## config.mk

```make
export PLATFORM = sky130hd
export DESIGN_NAME = hazard_scoreboard
export DESIGN_NICKNAME = d
export VERILOG_FILES = /design/src/rtl/hazard_scoreboard.sv
export SDC_FILE = /design/constraint.sdc
export NUM_CORES = 1
export LEC_CHECK = 0
export BUFFER_PORTS_ARGS = -buffer_cell sky130_fd_sc_hd__buf_2
export CAP_MARGIN = 20
export CORE_ASPECT_RATIO = 0.9
export CORE_MARGIN = 2
export CORE_UTILIZATION = 39
export CTS_CLUSTER_DIAMETER = 80
export DETAILED_ROUTE_END_ITERATION = 8
export HOLD_SLACK_MARGIN = 0.03
export PLACE_DENSITY = 0.55
export SLEW_MARGIN = 20
export SYNTH_ARGS = -nofsm -noshare
export SYNTH_HDL_FRONTEND = slang
export SYNTH_SLANG_ARGS = --single-unit
```

## constraint.sdc

```tcl
create_clock -name clk -period 3.5 [get_ports clk]
set_input_delay 0.525 -clock clk [delete_from_list [all_inputs] [get_ports clk]]
set_output_delay 0.525 -clock clk [all_outputs]
set_load 0.03 [all_outputs]
```

## src/rtl/hazard_scoreboard.sv

```systemverilog
// Decode-stage pending-write scoreboard: per-register forwarding countdown plus optional variable-latency flag.
// Optional feature macro SB_VARLAT_EN adds write-back-cleared variable-latency tracking.
module hazard_scoreboard #(
  parameter int LAT_W = 3
) (
  input  logic             clk,
  input  logic             rst_n,
  input  logic             flush,
  input  logic             issue_valid,
  input  logic [4:0]       issue_rd,
  input  logic [LAT_W-1:0] issue_lat,
  input  logic [4:0]       de_rs,
  input  logic             de_rs_en,
  input  logic [4:0]       de_rt,
  input  logic             de_rt_en,
  input  logic             wb_valid,
  input  logic [4:0]       wb_rd,
  output logic             rs_pending,
  output logic             rt_pending,
  output logic             stall
);

  logic [LAT_W-1:0] cnt [1:31];
  logic [31:0]      busy;
  logic             issue_take;

`ifdef SB_VARLAT_EN
  logic [31:1] var_pend;
`else
  logic unused_wb;
  assign unused_wb = ^{wb_valid, wb_rd};
`endif

  always_comb begin
    busy = '0;
    for (int r = 1; r < 32; r++) begin
`ifdef SB_VARLAT_EN
      busy[r] = (cnt[r] != '0) | var_pend[r];
`else
      busy[r] = (cnt[r] != '0);
`endif
    end
  end

  assign rs_pending = de_rs_en & busy[de_rs];
  assign rt_pending = de_rt_en & busy[de_rt];
  assign stall      = rs_pending | rt_pending;

  // A squashed issue must not load anything, so flush gates acceptance.
  assign issue_take = issue_valid & ~stall & ~flush & (issue_rd != 5'd0);

  always_ff @(posedge clk or negedge rst_n) begin
    if (!rst_n) begin
      for (int r = 1; r < 32; r++) cnt[r] <= '0;
    end else begin
      for (int r = 1; r < 32; r++) begin
        if (flush)
          cnt[r] <= '0;
        else if (issue_take && issue_rd == 5'(r))
          cnt[r] <= issue_lat;
        else if (cnt[r] != '0)
          cnt[r] <= cnt[r] - LAT_W'(1);
      end
    end
  end

`ifdef SB_VARLAT_EN
  // Flush leaves these alone: dispatched long ops still retire through write-back.
  always_ff @(posedge clk or negedge rst_n) begin
    if (!rst_n) begin
      var_pend <= '0;
    end else begin
      for (int r = 1; r < 32; r++) begin
        if (issue_take && issue_rd == 5'(r))
          var_pend[r] <= (issue_lat == '0);
        else if (wb_valid && wb_rd == 5'(r))
          var_pend[r] <= 1'b0;
      end
    end
  end
`endif

endmodule

```

# == Yosys cells after proc, flatten, opt, wreduce, memory -nomap -nowiden ==
# Index checks and enable logic that the tools add are counted.
# word_totals
regBits,93
elab_cells,294
# classes
n_addsub,31
order_cmp,2
eq_ne,31
muxes,97
bitwise_logic,8
n_reduce_logical,94
# ops
op,count
3-bit 2-to-1 mux,93
3-bit nonzero test,62
"3-bit by 1-bit subtractor with 3-bit output, second input constant",31
"5-bit equality test, second input constant",16
"5-bit by 4-bit equality test with 1-bit output, second input constant",8
1-bit logical AND,31
"5-bit by 3-bit equality test with 1-bit output, second input constant",4
"5-bit by 6-bit < comparator with 1-bit output, second input constant",2
1-bit binary-select mux with 5-bit select,2
"5-bit by 2-bit equality test with 1-bit output, second input constant",2
1-bit AND,5
"5-bit by 1-bit equality test with 1-bit output, second input constant",1
5-bit nonzero test,1
1-bit 2-to-1 mux,2
1-bit NOT,2
1-bit OR,1

# == Longest topological paths before layout ==
# Gate-level depths: netlist of run 1.
# logic_depth
word_depth,12
mapped_depth,10

# == Worst setup path before layout of run 1 ==
# OpenSTA, ideal clock, no wires.
# synth_timing
path_kind,register to output
startpoint,register cnt[9] (netlist bit)
endpoint,output stall
arrival_ns,2.291
required_time_ns,2.975
setup_slack_ns,0.684
stages_incl_launch_ff,9
n_path_buf,1
cell_sequence,dfrtp_1 > inv_1 > ha_1 > nor2b_1 > mux4_2 > and3_1 > o41a_2 > buf_2 > nand2_1
# synth_via
elab_chain_len,5
# synth_rtl
element,line_no,source
from (decl),23,logic [LAT_W-1:0] cnt [1:31];
"from (signal, indexed assignment)",60,cnt[r] <= issue_lat;
"from (signal, indexed assignment)",62,cnt[r] <= cnt[r] - LAT_W'(1);
3-bit nonzero test *,40,busy[r] = (cnt[r] != '0);
"1-bit binary-select mux with 5-bit select, on equally long branches","45, 46",
"1-bit 2-to-1 mux, on equally long branches","45, 46",
"1-bit AND, on equally long branches","45, 46",
1-bit OR *,47,assign stall = rs_pending | rt_pending;
to (decl),20,output logic stall
# Every way passes the cells marked *; elsewhere a longest branch is shown, timed or not. The select of a mux whose other input is x is not followed.

# == Worst setup path in the final report of run 1 ==
# layout_timing
startpoint,register cnt[9] (netlist bit)
endpoint,output rt_pending
# layout_via
elab_chain_len,4
# layout_rtl
element,line_no,source
3-bit nonzero test,40,
1-bit binary-select mux with 5-bit select,46,assign rt_pending = de_rt_en & busy[de_rt];
1-bit 2-to-1 mux (not written as such),46,
1-bit AND,46,
to (decl),19,"output logic rt_pending,"
# No other way between the ends. The select of a mux whose other input is x is not followed.

==> impl_metrics.json, run 1 <==
{
  "synthMuxAreaShare": 0.2067,
  "cts_sinks": 93,
  "start_util": 0.4006,
  "p_seq_frac": 0.285,
  "fp.dieW_um": 146.2,
  "dieArea_um2": 19300,
  "drtIter0Drc": 216,
  "synth_seq_cells": 93,
  "syn_area_per_cell_um2": 9.740,
  "power.internal_uw": 3694,
  "switching_power_uw": 2563,
  "core.rowCount": 46,
  "synth_flop_cell": "dfrtp_1",
  "ir_drop_mv": 0.3434,
  "syn_nets": 821,
  "worstMarginPinSlew_ns": 0.8995,
  "timing.rr.start": "cnt[72]",
  "areaGrowthSynthToFinish_pct": 10.71,
  "cp.arrival_ns": 2.84,
  "final_common_cell": "mux2i_1",
  "antenna_found_initial": 3,
  "synth_fa_ha_area_frac": 0.1093,
  "fmax_ghz": 0.2973,
  "leakagePower_uw": 0.004154,
  "synth_compound_gate_area_share": 0.05145,
  "core_um2": 17730,
  "final_cells": 1003,
  "final_layout_size_suffix_gt1_frac": 0.1616,
  "synth_async_sr_flop_share": 1.000,
  "cts_tree": "built",
  "hold_class": "in -> async",
  "maxSlewViolCount": 0,
  "yosys_warnings": 0,
  "p_per_area_nw_per_um2": 795.9,
  "whs_ns": 0.1723,
  "critPathCaptureType": "output pin",
  "hold_violations": 0,
  "setup_viol": 0,
  "comb_power_share": 0.558,
  "ant_nets": 0,
  "layout_common_cells": "105 x mux2i_1, 93 x dfrtp_1, 68 x inv_1",
  "numCtsBuffers": 9,
  "seq_area_frac_synth": 0.3278,
  "cts_hold_buf": 0,
  "h-tree-depth": 3,
  "viasPerCell": 5.167,
  "worstSetupPathType": "reg -> out",
  "grt.total_usage": 0.1872,
  "grt-ovfl-total": 0,
  "fin_worst_skew_ns": 0.008413,
  "port-buffer-count": 26,
  "cp_max_fo": 10,
  "synth-edff-count": 0,
  "largest_reg_flops": 93,
  "cts_buffer_depth": 2,
  "gp_congestion": 0.8074,
  "top_regs": "cnt x93",
  "status": "finished, final reports clean",
  "drcViolationCount": 0,
  "power_uw": 6257,
  "rsz0062_at_grt": "no",
  "routedWlPerCell_um": 17.29,
  "ys_top_cells_by_area": "dfrtp_1 33%, mux2i_1 15%, ha_1 11%",
  "fin_crit_sh": 0.9610,
  "dp.cells": 984,
  "clk_latency_ns": 0.36,
  "grt_pass1_vias": 5242,
  "synth-simple-area-share": 0.2174,
  "synthXorXnorAreaFrac": 0.03207,
  "maxCapViolCount": 0,
  "ioPinCount": 33,
  "drt_pass1_iterations": 4,
  "grt_start_max_net_pins": 97,
  "fin_crit_ns": 3.364,
  "dr_total_vias": 5182,
  "timing.slew.headroom": 0.4003,
  "nets": 848,
  "hpwl_um": 12330,
  "synth_top_family_by_area": "simple AND/OR/NAND/NOR gates",
  "die_y_um": 132.0,
  "required_ns": 2.97,
  "fin_tns_setup_ns": 0,
  "cts_root_buf": "clkbuf_16",
  "synth_cell_types": 43,
  "postSynthCellCount": 729,
  "power_frac_clock": 0.157,
  "synthesis.area_um2": 7101,
  "largest_register": "cnt",
  "startpoint": "cnt[9]",
  "crit_path_start_kind": "flip-flop",
  "synth_top_area_cell": "dfrtp_1",
  "synth.top_cell.area_share": 0.3278,
  "grt_pass1_wl_um": 28140,
  "path_clk_slew_ns": 0.07,
  "wl_um": 17340,
  "sw_frac_of_total": 0.4096
}
## kinds of logic (layout without fill, tap and decap cells)
family	count (synthesis)	count (layout)
AOI/OAI and AO/OA	54	54
xor gates and xnor gates	26	26
adders and majority gates	62	62
buffers and inverters	99	131
DFF	93	93
muxes	132	132
other	0	2
and+or+nand+nor	263	263
## final timing paths
check / endpoint / slack, ns / cells past startpoint
max in group asynchronous: cnt[21] / 2.52 / 2
max reg2reg: cnt[59] / 0.49 / 10
min in group clk: cnt[49] / 0.47 / 3
min reg2reg: cnt[33] / 0.60 / 3
min: cnt[17] / 0.17 / 1
max: rt_pending / 0.14 / 8
## metrics by stage
stage / instance area (µm²) / utilization / worst slack (ns)
final: 7861 / 0.4435 / 0.1364
after global placement: 7553 / 0.4261 / 0.3400
after CTS: 7840 / 0.4423 / 0.06657
after floorplan: 7101 / - / 0.6839
after detailed placement: 7553 / 0.4261 / 0.3464
after global routing: 7856 / 0.4432 / 0.006123
## power groups by stage
stage	Sequential (µW)	Clock, µW	Combinational (µW)
finish	1780	981	3490
global route	1840	1050	3980
CTS	1780	1010	3510
detailed placement	1800	0	3480
global placement	1780	0	3280
floorplan	1740	0	2710
## synthesized netlist by cell type (all sizes together), types with 2 or more instances
cell type and instances:
dfrtp 93, o21bai 3, or2 19, clkbuf 20, ha 62, nand3 3
mux2 17, a31oi 7, and3 2, nor3b 12, o21ai 24, xnor2 26
nor4bb 3, a221oi 4, mux4 10, nor2 59, nand2b 56, inv 68
nor3 4, buf 10, nor2b 31, a211o 7, o211ai 4, nand4 30
nand2 38, or3b 3, mux2i 105
## layout make-up
type | count | area [µm²]
diodes | 2 | 5.005
clock buffers | 11 | 252.7
clock inverters | 5 | 33.78
fillers | 1719 | 9866
inverters | 69 | 259.0
multi-input cells | 537 | 4400
flip-flops and latches | 93 | 2327
well taps | 240 | 300.3
repair buffers | 46 | 282.8
## worst max-delay path, cell delays in order, from the launching register on
cell and delay (ns):
dfrtp_1 0.37, inv_1 0.07, ha_1 0.21, nor2b_1 0.20
mux4_2 0.50, and3_1 0.21, o41a_4 0.56, inv_1 0.16
buf_2 0.22
## per-layer routing
metal / up-vias / track usage / share of wire
li1: 2542 / - / -
met1: 2544 / 0.2560 / 0.48
met2: 74 / 0.3035 / 0.46
met3: 20 / 0.03668 / 0.043
met4: 2 / 0.05232 / 0.015
met5: - / 0 / 0.00075
## timing repair
item	CTS	global route
setup endpoints to repair	0	2
gates resized for setup	0	1
endpoints found under the hold margin	0	0
buffers inserted	0	1
(Power assumes the default switching activity.)
==> inputs of run 2 (changes only) <==
--- a/config.mk
+++ b/config.mk
@@ -9,11 +9,11 @@
 export CAP_MARGIN = 20
 export CORE_ASPECT_RATIO = 0.9
 export CORE_MARGIN = 2
-export CORE_UTILIZATION = 39
+export CORE_UTILIZATION = 40
 export CTS_CLUSTER_DIAMETER = 80
 export DETAILED_ROUTE_END_ITERATION = 8
 export HOLD_SLACK_MARGIN = 0.03
-export PLACE_DENSITY = 0.55
+export PLACE_DENSITY = 0.56
 export SLEW_MARGIN = 20
 export SYNTH_ARGS = -nofsm -noshare
 export SYNTH_HDL_FRONTEND = slang
==> constraint.sdc (replaced) <==
create_clock -name clk -period 4.2 [get_ports clk]
set_input_delay 0.63 -clock clk [delete_from_list [all_inputs] [get_ports clk]]
set_output_delay 0.63 -clock clk [all_outputs]
set_load 0.03 [all_outputs]
==> run 2 against run 1 <==
Compared with the run above: die area is 2.4% lower; sequential share of layout area is 0.24 points higher; register-to-register slack better by 0.47 ns; clock skew hardly changed; cell area is 0.81% lower; highest routed layer unchanged.
==> impl_metrics.json, run 2 (same netlist as run 1, synthesis figures left out) <==
{
  "status": "finished, final reports clean",
  "ioPinCount": 33,
  "grt_pass1_wl_um": 27800,
  "timing.rr.end": "cnt[53]",
  "areaGrowthSynthToFinish_pct": 9.815,
  "cp.arrival_ns": 3.00,
  "core.rowCount": 46,
  "fmax_ghz": 0.2757,
  "fp.dieW_um": 144.4,
  "top_regs": "cnt x93",
  "grt_start_max_net_pins": 71,
  "hold_violations": 0,
  "power.internal_uw": 3076,
  "final_common_cell": "mux2i_1",
  "cts_tree": "built",
  "cts_hold_buf": 0,
  "cts_root_buf": "clkbuf_16",
  "dp.cells": 977,
  "final_cells": 993,
  "wl_um": 16810,
  "cts_resized": 0,
  "drt_pass1_iterations": 4,
  "switching_power_uw": 2058,
  "leakagePower_uw": 0.004116,
  "h-tree-depth": 3,
  "power_frac_clock": 0.162,
  "ant_nets": 0,
  "sw_frac_of_total": 0.4008,
  "final_layout_size_suffix_gt1_frac": 0.1476,
  "worstSetupPathType": "reg -> out",
  "fin_crit_sh": 0.8635,
  "antenna_found_initial": 2,
  "rsz0062_at_grt": "no",
  "largest_reg_flops": 93,
  "timing.slew.headroom": 0.3575,
  "gp_congestion": 0.8370,
  "p_seq_frac": 0.289,
  "fin_worst_skew_ns": 0.008889,
  "nets": 840,
  "maxSlewViolCount": 0,
  "postCtsSetupRepairBufs": 0,
  "numCtsBuffers": 9,
  "fin_util": 0.4457,
  "maxCapViolCount": 0,
  "drcViolationCount": 0,
  "grt_pass1_vias": 5337,
  "dieArea_um2": 18830,
  "core_um2": 17500,
  "comb_power_share": 0.549,
  "port-buffer-count": 26,
  "fin_crit_ns": 3.627,
  "setup_viol": 0,
  "grt-ovfl-total": 0,
  "start_util": 0.4058,
  "timing.rr.start": "cnt[48]",
  "cts_sinks": 93,
  "largest_register": "cnt",
  "fin_tns_setup_ns": 0,
  "crit_path_start_kind": "flip-flop",
  "dr_total_vias": 5189,
  "viasPerCell": 5.226,
  "cts_buffer_depth": 2,
  "reg2reg_slack_ns": 0.96,
  "fillCellCount": 1717,
  "critPathCaptureType": "output pin",
  "cp_max_fo": 13,
  "hpwl_um": 12270,
  "routedWlPerCell_um": 16.93,
  "p_per_area_nw_per_um2": 658.4,
  "ir_drop_mv": 0.3096,
  "drtIter0Drc": 244,
  "worstMarginPinSlew_ns": 0.9638,
  "layout_common_cells": "105 x mux2i_1, 93 x dfrtp_1, 68 x inv_1",
  "hold_class": "in -> async",
  "grt.total_usage": 0.1940,
  "path_clk_slew_ns": 0.06,
  "clk_latency_ns": 0.36,
  "die_y_um": 130.4,
  "rr_worst_depth": 11,
  "required_ns": 3.57
}
[run 2: how the worst max path moves through the flow]
stage               startpoint         end
finish                 cnt[48]  rs_pending
global route           cnt[48]  rs_pending
CTS                    cnt[48]  rs_pending
detailed placement    de_rt[0]  rt_pending
global placement      de_rt[0]  rt_pending
floorplan             de_rt[2]       stall
[run 2: per-stage QoR]
step / total power, µW / setup WS (ns) / area (µm²) / hold WS [ns]
3_3_place_gp: 4145 / 0.7906 / 7501 / 0.5823
6_report: 5134 / 0.5733 / 7797 / 0.4139
3_5_place_dp: 4319 / 0.7923 / 7501 / 0.5830
5_1_grt: 5642 / 0.3582 / 7795 / 0.5012
2_1_floorplan: 3709 / 1.235 / 7101 / 0.3344
4_1_cts: 5193 / 0.5381 / 7795 / 0.4636
[run 2: critical path: stages (launching register included)]
cell      delay (ns)
dfrtp_1         0.39
inv_1           0.09
ha_1            0.22
nand2b_4        0.09
mux4_2          0.47
a221oi_1        0.31
a311oi_1        0.11
a41oi_4         0.42
buf_4           0.26
inv_1           0.09
buf_2           0.18
[run 2: layer usage]
| metal | GRT usage | up-vias | share of wire |
|---|---|---|---|
| li1 | - | 2522 | - |
| met1 | 0.2576 | 2580 | 0.47 |
| met2 | 0.3267 | 64 | 0.48 |
| met5 | 0 | - | 0.00077 |
| met3 | 0.03972 | 21 | 0.034 |
| met4 | 0.04797 | 2 | 0.012 |
[run 2: cell type report]
class                   count  area (µm²)  share of cell area
diodes                      1       2.502           0.0003209
well taps                 240       300.3             0.03851
clock buffers              14       264.0             0.03386
repair buffers             38       222.7             0.02856
flip-flops and latches     93        2327              0.2985
inverters                  69       259.0             0.03322
multi-input cells         537        4392              0.5632
clock inverters             1       30.03            0.003851
[run 2: power groups by stage]
stage / Sequential [µW] / Combinational, µW / Clock [µW]
final: 1480 / 2820 / 833
after CTS: 1480 / 2850 / 865
after global routing: 1530 / 3220 / 891
after global placement: 1480 / 2670 / 0
after detailed placement: 1500 / 2820 / 0
after floorplan: 1450 / 2260 / 0
